### config.mk
export PLATFORM = sky130hd
export DESIGN_NAME = dmem_arbiter
export DESIGN_NICKNAME = d
export VERILOG_FILES = /design/src/rtl/dmem_arb_pkg.sv /design/src/rtl/dmem_arb_pick.sv /design/src/rtl/dmem_arbiter.sv
export SDC_FILE = /design/constraint.sdc
export NUM_CORES = 1
export LEC_CHECK = 0
export BUFFER_PORTS_ARGS = -buffer_cell sky130_fd_sc_hd__buf_2
export CAP_MARGIN = 20
export CORE_MARGIN = 2
export CORE_UTILIZATION = 30
export DETAILED_ROUTE_END_ITERATION = 8
export PLACE_DENSITY_LB_ADDON = 0.08
export SETUP_SLACK_MARGIN = 0.1
export SLEW_MARGIN = 20
export SYNTH_ARGS = -nofsm -noshare
export SYNTH_HDL_FRONTEND = slang
export SYNTH_SLANG_ARGS = --single-unit
export TNS_END_PERCENT = 20
### constraint.sdc
create_clock -name clk -period 1.3 [get_ports clk]
set_input_delay 0.065 -clock clk [delete_from_list [all_inputs] [get_ports clk]]
set_output_delay 0.065 -clock clk [all_outputs]
set_load 0.005 [all_outputs]
### src/rtl/dmem_arb_pkg.sv
// Shared types and constants for the data-memory arbiter.
// addr_bad() is only referenced when DMEM_ARB_ERR_EN is defined.
package dmem_arb_pkg;

    typedef enum logic {
        IDLE,
        ACCESS
    } arb_state_e;

    localparam int unsigned REQ_CPU    = 0;
    localparam int unsigned REQ_LDR    = 1;
    localparam int unsigned DMEM_WORDS = 1024;
    localparam int unsigned WORD_AW    = $clog2(DMEM_WORDS);

    // Callers zero-extend their address to 64 bits; misaligned or beyond 4 KB is bad.
    function automatic logic addr_bad(input logic [63:0] a);
        return (a[1:0] != 2'b00) || (a[63:12] != '0);
    endfunction

endpackage

### src/rtl/dmem_arb_pick.sv
// Combinational winner select: CPU priority, loader lock bursts and starvation relief.
module dmem_arb_pick
    import dmem_arb_pkg::*;
#(
    parameter int unsigned STARVE_LIMIT = 8,
    parameter int unsigned CW           = 4
) (
    input  logic               [1:0] req,
    input  logic                     lock,
    input  logic                     last_win,
    input  logic [1:0][CW-1:0]       wait_cnt,
    output logic                     win
);

    always_comb begin
        win = 1'(REQ_CPU);
        if (req == 2'b10) begin
            win = 1'(REQ_LDR);
        end else if (req == 2'b01) begin
            win = 1'(REQ_CPU);
        end else if (lock && (last_win == 1'(REQ_LDR)) &&
                     (wait_cnt[REQ_CPU] < CW'(STARVE_LIMIT))) begin
            win = 1'(REQ_LDR);
        end else if (wait_cnt[REQ_LDR] >= CW'(STARVE_LIMIT)) begin
            win = 1'(REQ_LDR);
        end else begin
            win = 1'(REQ_CPU);
        end
    end

endmodule

### src/rtl/dmem_arbiter.sv
// Two-requester arbiter/sequencer for the 1024 x 32 data memory (CPU = 0, loader = 1).
// Define DMEM_ARB_ERR_EN to flag misaligned/out-of-range accesses on err_o.
module dmem_arbiter
    import dmem_arb_pkg::*;
#(
    parameter int unsigned STARVE_LIMIT = 8,
    parameter int unsigned AW           = 32
) (
    input  logic                 clk,
    input  logic                 rst,
    input  logic [1:0]           req_i,
    input  logic [1:0]           we_i,
    input  logic [1:0][AW-1:0]   addr_i,
    input  logic [1:0][31:0]     wdata_i,
    input  logic                 lock_i,
    output logic [1:0]           gnt_o,
    output logic [1:0]           rvalid_o,
    output logic [31:0]          rdata_o,
    output logic [1:0]           err_o,
    output logic                 mem_we,
    output logic [31:0]          mem_addr,
    output logic [31:0]          mem_wdata,
    input  logic [31:0]          mem_rdata
);

    localparam int unsigned CW = $clog2(STARVE_LIMIT + 1);

    arb_state_e          state, state_nx;
    logic                win_q, pick_win, last_win;
    logic [1:0][CW-1:0]  wait_cnt;
    logic [31:0]         addr_q, wdata_q;
    logic                acc, cur_we, cur_bad;
    logic [AW-1:0]       cur_addr;
    logic [31:0]         access_addr;

    dmem_arb_pick #(
        .STARVE_LIMIT (STARVE_LIMIT),
        .CW           (CW)
    ) u_pick (
        .req      (req_i),
        .lock     (lock_i),
        .last_win (last_win),
        .wait_cnt (wait_cnt),
        .win      (pick_win)
    );

    assign acc         = (state == ACCESS);
    assign cur_addr    = addr_i[win_q];
    assign cur_we      = we_i[win_q];
    assign access_addr = {{(32 - WORD_AW - 2){1'b0}}, cur_addr[WORD_AW+1:2], 2'b00};

`ifdef DMEM_ARB_ERR_EN
    assign cur_bad = addr_bad(64'(cur_addr));

    always_ff @(posedge clk) begin
        if (rst) begin
            err_o <= '0;
        end else begin
            err_o <= '0;
            if (acc && cur_bad) err_o[win_q] <= 1'b1;
        end
    end
`else
    logic unused_addr_bits;
    assign unused_addr_bits = ^{cur_addr[AW-1:WORD_AW+2], cur_addr[1:0]};
    assign cur_bad          = 1'b0;
    assign err_o            = '0;
`endif

    always_comb begin
        state_nx  = state;
        gnt_o     = '0;
        mem_we    = 1'b0;
        mem_addr  = addr_q;
        mem_wdata = wdata_q;
        case (state)
            IDLE: begin
                if (|req_i) state_nx = ACCESS;
            end
            ACCESS: begin
                state_nx  = IDLE;
                gnt_o     = 2'b01 << win_q;
                mem_addr  = access_addr;
                mem_we    = cur_we && !cur_bad && !rst;
                if (cur_we) mem_wdata = wdata_i[win_q];
            end
            default: state_nx = IDLE;
        endcase
    end

    always_ff @(posedge clk) begin
        if (rst) begin
            state    <= IDLE;
            win_q    <= 1'(REQ_CPU);
            last_win <= 1'(REQ_CPU);
            wait_cnt <= '0;
            addr_q   <= '0;
            wdata_q  <= '0;
            rdata_o  <= '0;
            rvalid_o <= '0;
        end else begin
            state    <= state_nx;
            rvalid_o <= '0;
            if (state == IDLE && |req_i) win_q <= pick_win;
            if (acc) begin
                last_win <= win_q;
                addr_q   <= access_addr;
                if (cur_we) wdata_q <= wdata_i[win_q];
                if (!cur_we && !cur_bad) begin
                    rvalid_o[win_q] <= 1'b1;
                    rdata_o         <= mem_rdata;
                end
            end
            // A dropped request or a grant both forfeit accumulated wait.
            for (int unsigned i = 0; i < 2; i++) begin
                if (!req_i[i] || gnt_o[i]) begin
                    wait_cnt[i] <= '0;
                end else if (wait_cnt[i] < CW'(STARVE_LIMIT)) begin
                    wait_cnt[i] <= wait_cnt[i] + 1'b1;
                end
            end
        end
    end

endmodule

# Yosys cells after proc, flatten, opt, wreduce, memory -nomap -nowiden
# Cells that the tools add are included.
# W data, S select, Z words.
word_totals:
  mem_bits_rw: 0
  input_bits: 167
  output_inout_bits: 103
  rom_bits: 0
  latch_bits: 0
  n_memories: 0
  regBits: 109
op_classes:
  div_mod_pow: 0
  addsub: 2
  n_mux: 19
  n_eq_ne: 2
  bitwise_logic: 2
  order_cmp: 5
  n_mul: 0
  shift: 1
  reduce_logical: 15
op_table:
  columns: ["operator", "count"]
  rows:
  - ["$mux W32", 5]
  - ["$mux W12", 2]
  - ["$mux W1", 9]
  - ["$add A4 B1 Y4 const B", 2]
  - ["$lt A4 B4 Y1 const B", 2]
  - ["$reduce_or A2 Y1", 3]
  - ["$logic_and A1 B1 Y1", 5]
  - ["$ge A4 B4 Y1 const B", 1]
  - ["$logic_not A1 Y1", 3]
  - ["$reduce_or A3 Y1", 1]
  - ["$eq A2 B1 Y1 const B", 1]
  - ["$eq A2 B2 Y1 const B", 1]
  - ["$logic_or A1 B1 Y1", 2]
  - ["$lt A1 B2 Y1 const B", 1]
  - ["$mux W2", 1]
  - ["$not A1 Y1", 2]
  - ["$pmux W1 S2", 1]
  - ["$reduce_and A2 Y1", 1]
  - ["$shl A1 B1 Y2 const A", 1]
  - ["$demux W1 S1", 1]
  - ["$ge A1 B1 Y1 const B", 1]

# Longest topological paths before layout
logic_depth:
  word_depth: 5
  depth_mapped: 6
  mapped_depth_nobuf: 4

# Hierarchy
# Synthesis repeated with hierarchy kept, for this count alone.
hier_totals:
  hier_cells: 511
  hier_area_um2: 4784.6
modules_own_cells:
  columns: ["mod", "cells_each", "area_per_inst_um2", "seq_area_each_um2", "instances"]
  rows:
  - ["dmem_arbiter", 506, 4754.6, 2182.1, 1]
  - ["dmem_arb_pick", 5, 30.0, 0.0, 1]

# Worst setup path before layout
# OpenSTA, ideal clock, no wires.
synth_timing:
  path_type: "reg2reg"
  from: "register win_q"
  to: "register wdata_q[10]"
  period_less_slack_ps: 1338
  slack_ps: -38
  n_path_buf: 2
  arrival_ps: 1192
  setup_time_ps: 146
  stages_incl_launch_ff: 6
  cell_sequence: "dfxtp_1 buf_6 mux2_4 buf_2 a21oi_1 a211oi_2"
synth_via:
  elab_chain_len: 4
  elab_cells_between_ends: 6
  classes_between: "mux: 6"
synth_rtl:
  columns: ["item", "line_no", "rtl"]
  rows:
  - ["from (decl)", "dmem_arbiter.sv:29", "logic win_q, pick_win, last_win;"]
  - ["from (signal assigned)", "dmem_arbiter.sv:94", "win_q <= 1'(REQ_CPU);"]
  - ["from (signal assigned)", "dmem_arbiter.sv:104", "if (state == IDLE && |req_i) win_q <= pick_win;"]
  - ["$mux W32 (implied by the code) / $mux W1 (equally long branches) (2 in series)", "dmem_arbiter.sv:108, dmem_arbiter.sv:49", null]
  - ["$mux W32 * (2 in series)", null, null]
  - ["to (signal assigned)", "dmem_arbiter.sv:108", "if (cur_we) wdata_q <= wdata_i[win_q];"]
  - ["to (decl)", "dmem_arbiter.sv:31", "logic [31:0] addr_q, wdata_q;"]
# Every way passes the cells marked *; elsewhere a longest branch is shown, timed or not. The select of a mux whose other input is x is not followed.
# A chain may end at the register's enable or synchronous reset.

# Worst setup path after layout
layout_timing:
  from: "register win_q"
  to: "output mem_wdata[22]"
layout_via:
  elab_chain_len: 4
  elab_cells_between_ends: 6
  classes_between: "mux: 6"
layout_rtl:
  columns: ["item", "line_no", "rtl"]
  rows:
  - ["$mux W32 (implied by the code) / $mux W1 (equally long branches) (2 in series)", "dmem_arbiter.sv:85, dmem_arbiter.sv:49", null]
  - ["$mux W32 *", "dmem_arbiter.sv:85", "if (cur_we) mem_wdata = wdata_i[win_q];"]
  - ["$mux W32 *", null, null]
  - ["to (decl)", "dmem_arbiter.sv:22", "output logic [31:0] mem_wdata,"]
# Marked as above.

==> summary by stage <==
Status
The run finished, with violations left. The checks that failed: setup timing.

Detailed routing
The number of vias per cell after detailed routing is 4.700. Before antenna repair, the detailed router went through 5 iterations. For this block, the routed nets add up to 15,060 um of wire. The first-iteration detailed-routing DRC count is ~160. Dividing the detail-routed wire length by the instance count gives 15.12 um. The post-route antenna net violation count is 0. The via count of the routed design is 4,681. For this run, design rule violations remaining after detail routing come to 0.

Power and ir drop
The worst IR drop on VDD is 0.4826 mV. The power density over the cells is 1038 mW/mm^2. In this run the static leakage power is 3.261 nW.

Logic synthesis
The most common cell in the netlist is sky130_fd_sc_hd__dfxtp_1. The most frequently used flop master after synthesis is sky130_fd_sc_hd__dfxtp_1. Yosys mapped a number of flops with a built-in enable equal to 0.

Counting instances in the post-synthesis netlist gives the leading cell types as sky130_fd_sc_hd__dfxtp_1, sky130_fd_sc_hd__a21oi_1, sky130_fd_sc_hd__nor2b_1, sky130_fd_sc_hd__mux2i_1. The library cell with the largest summed area after synthesis is sky130_fd_sc_hd__dfxtp_1. The synthesized area divided by synthesized cell count is 9.350 um^2. The yosys synthesis warning count is 0. The number of library cell types mapped by synthesis is 34. Yosys attributes the largest share of cell area to sky130_fd_sc_hd__dfxtp_1, sky130_fd_sc_hd__a21oi_1, sky130_fd_sc_hd__mux2i_1. Summing every instance area after synthesis gives 0.004787 mm^2. Counting flops with an async set or reset pin after synthesis yields a share of 0%. In the synthesized netlist, the number of instances is 512. The top-area cell type share of the netlist area is between 40 and 50%. Synthesis inferred 109 register bits. The sequential area share after synthesis is between 40% and 50%.

Placed design
After detailed placement, the design holds a cell count of 933. In this run the tool buffered the top-level ports with ~220 buffer cells. At the end of routability-driven placement, the weighted congestion stood at 0.7172. The HPWL reported at the end of detailed placement is 9742 um. The post-place setup slack is -189.1 ps.

Clocking
The tree built by TritonCTS fans out to 109 sinks. The number of levels the H-tree was split into is 3. The clock passes through at most 2 buffers. Clock-pin slew was measured on the worst setup and hold paths at 70 ps. Clock tree synthesis selected as its root buffer the cell sky130_fd_sc_hd__clkbuf_16. TritonCTS built the clock tree. The clock buffer count from CTS is 9. Clock latency on the worst-skew pair, taken at its later pin, is 340 ps.

Critical path
The type of destination of the critical path is an output port. In this run the worst path has a maximum fanout of 10. For the worst setup path, the data arrival time is 1700 ps. The critical path data required time is 1240 ps. The critical path startpoint category is a register. The startpoint-to-endpoint class of the critical path is reg -> out.

STA
The number of pins exceeding their max-slew limit in the final report was 0. Setup violations remaining at the end of the flow were counted as about 120. The accumulated negative setup slack is -25,840 ps. After layout, the minimum clock period comes to about 1800 ps. The hold violation count in the final report came to 0.

Setup repair after global routing could not meet its margin everywhere. Hold is met by ~72 ps. The worst path setup slack after routing is -462.6 ps.

Clock skew on the completed layout was measured at ~4.5 ps. The portion of the clock cycle consumed by the worst path in the final layout is 135.6%. For this run, the top clock speed supported by timing is ~570 MHz.

Finish
The number of antenna cells inserted is 0. Cells fill 49.89% of the core in the end. Excluding fillers, the count of instances in the completed layout stands at 996. The final layout net count is 945. The area growth from synthesis to layout is 63.75%. Of the cells placed in the final design, the portion with a size suffix greater than 1 is between 50% and 60%.

Global routing
The remaining global-route overflow is 0. Global routing consumed, over all layers together, between 10% and 20% of the routing resources. The wire length of the first global-routing pass is ~22,000 um. The pin count of the biggest net entering global routing is 46. The number of global-route vias before repair is roughly 4,400. The number of antenna violations at the first check in global routing is 0.

Floorplanning
The die outline area is 0.01698 mm^2. The total core area is 0.01571 mm^2. The die is 130.3 um wide.

The total number of placement rows is between 40 and 50. The initial utilization of the core area, before any placement, comes to 30.47%. The I/O pin count is 270. The overall die height is between 100 and 150 um.

Hold path
In this run the worst hold path is classified as in -> reg.

Job
The total of max-cap violations is 0.
worst max-delay path, stage by stage, from the launching register on:
cell and delay, ps:
sky130_fd_sc_hd__dfxtp_4 370, sky130_fd_sc_hd__mux2_4 400, sky130_fd_sc_hd__buf_16 200, sky130_fd_sc_hd__a21oi_2 210
sky130_fd_sc_hd__a21oi_2 50, sky130_fd_sc_hd__buf_2 130
layer usage:
metal	GRT usage, %	vias up	share of wire (%)
li1	-	2335	-
met4	6.199	0	1.1
met1	20.74	2207	44
met3	2.993	12	4.8
met5	0	-	0
met2	29.63	127	50
area by class of cell:
class / instances / area [um^2]
sequential: 109 / 2190
inverter: 5 / 18.77
timing repair buffer: 300 / 2148
clock inverter: 7 / 60.06
fill: 1469 / 7874
clock buffer: 9 / 225.2
tap: 216 / 270.3
multi-input combinational: 350 / 2927
cell families after synthesis:
group	Yosys count	synth area share [%]
adders and majority gates	3	0.7842
AOI/OAI and AO/OA	176	23.18
muxes	46	9.984
other	1	0.07834
DFF	109	45.58
buffers and inverters	54	5.985
xor gates and xnor gates	4	0.7320
and+or+nand+nor	119	13.67
flip-flops by register name, indices dropped and copies added, names as in the netlist:
name / cells
wdata_q: 32
rvalid_o: 2
addr_q: 32
wait_cnt: 8
acc: 1
last_win: 1
rdata_o: 32
win_q: 1
final timing paths:
path	start	endpoint	slack, ps	depth (start not counted)
max	win_q	mem_wdata[22]	-460	5
min	req_i[1]	win_q	70	3
max reg2reg	win_q	wdata_q[5]	-340	8
min reg2reg	last_win	last_win	460	2
power breakdown:
group / leakage (nW) / switching (mW) / total [mW] / internal [mW]
Combinational: 2.23 / 0.980 / 1.95 / 0.972
Clock: 0.141 / 1.29 / 2.62 / 1.33
Sequential: 0.889 / 0.0774 / 3.56 / 3.49
Total: 3.26 / 2.35 / 8.13 / 5.79
what timing repair did:
| item | CTS | global route |
|---|---|---|
| endpoints found under the setup margin | 145 | 150 |
| gates cloned | 5 | 1 |
| resized for setup | 86 | 41 |
| hold buffers | 32 | 0 |
| setup buffers | 6 | 3 |
| pin swaps | 10 | 6 |
| hold endpoints to repair | 32 | 0 |
through the flow:
stage / instance area [um^2] / power (mW)
2_1_floorplan: 4936 / 4.461
3_3_place_gp: 6384 / 5.072
3_5_place_dp: 6384 / 5.096
4_1_cts: 7582 / 8.137
5_1_grt: 7839 / 8.518
6_report: 7839 / 8.133
placed cells by master, fill, tap and decap left out, types with 19 or more instances in the layout:
cell	netlist	final
sky130_fd_sc_hd__buf_2	13	222
sky130_fd_sc_hd__dfxtp_1	109	107
sky130_fd_sc_hd__nor2b_1	57	51
sky130_fd_sc_hd__a21oi_1	108	48
sky130_fd_sc_hd__a21oi_2	0	39
sky130_fd_sc_hd__nand3_1	32	32
sky130_fd_sc_hd__dlygate4sd3_1	0	32
sky130_fd_sc_hd__a211oi_2	28	31
sky130_fd_sc_hd__o21ai_0	32	31
sky130_fd_sc_hd__a21oi_4	0	21
sky130_fd_sc_hd__mux2i_1	44	20
sky130_fd_sc_hd__nor2_1	19	19
Note: power is estimated with default switching activity, not from simulation.
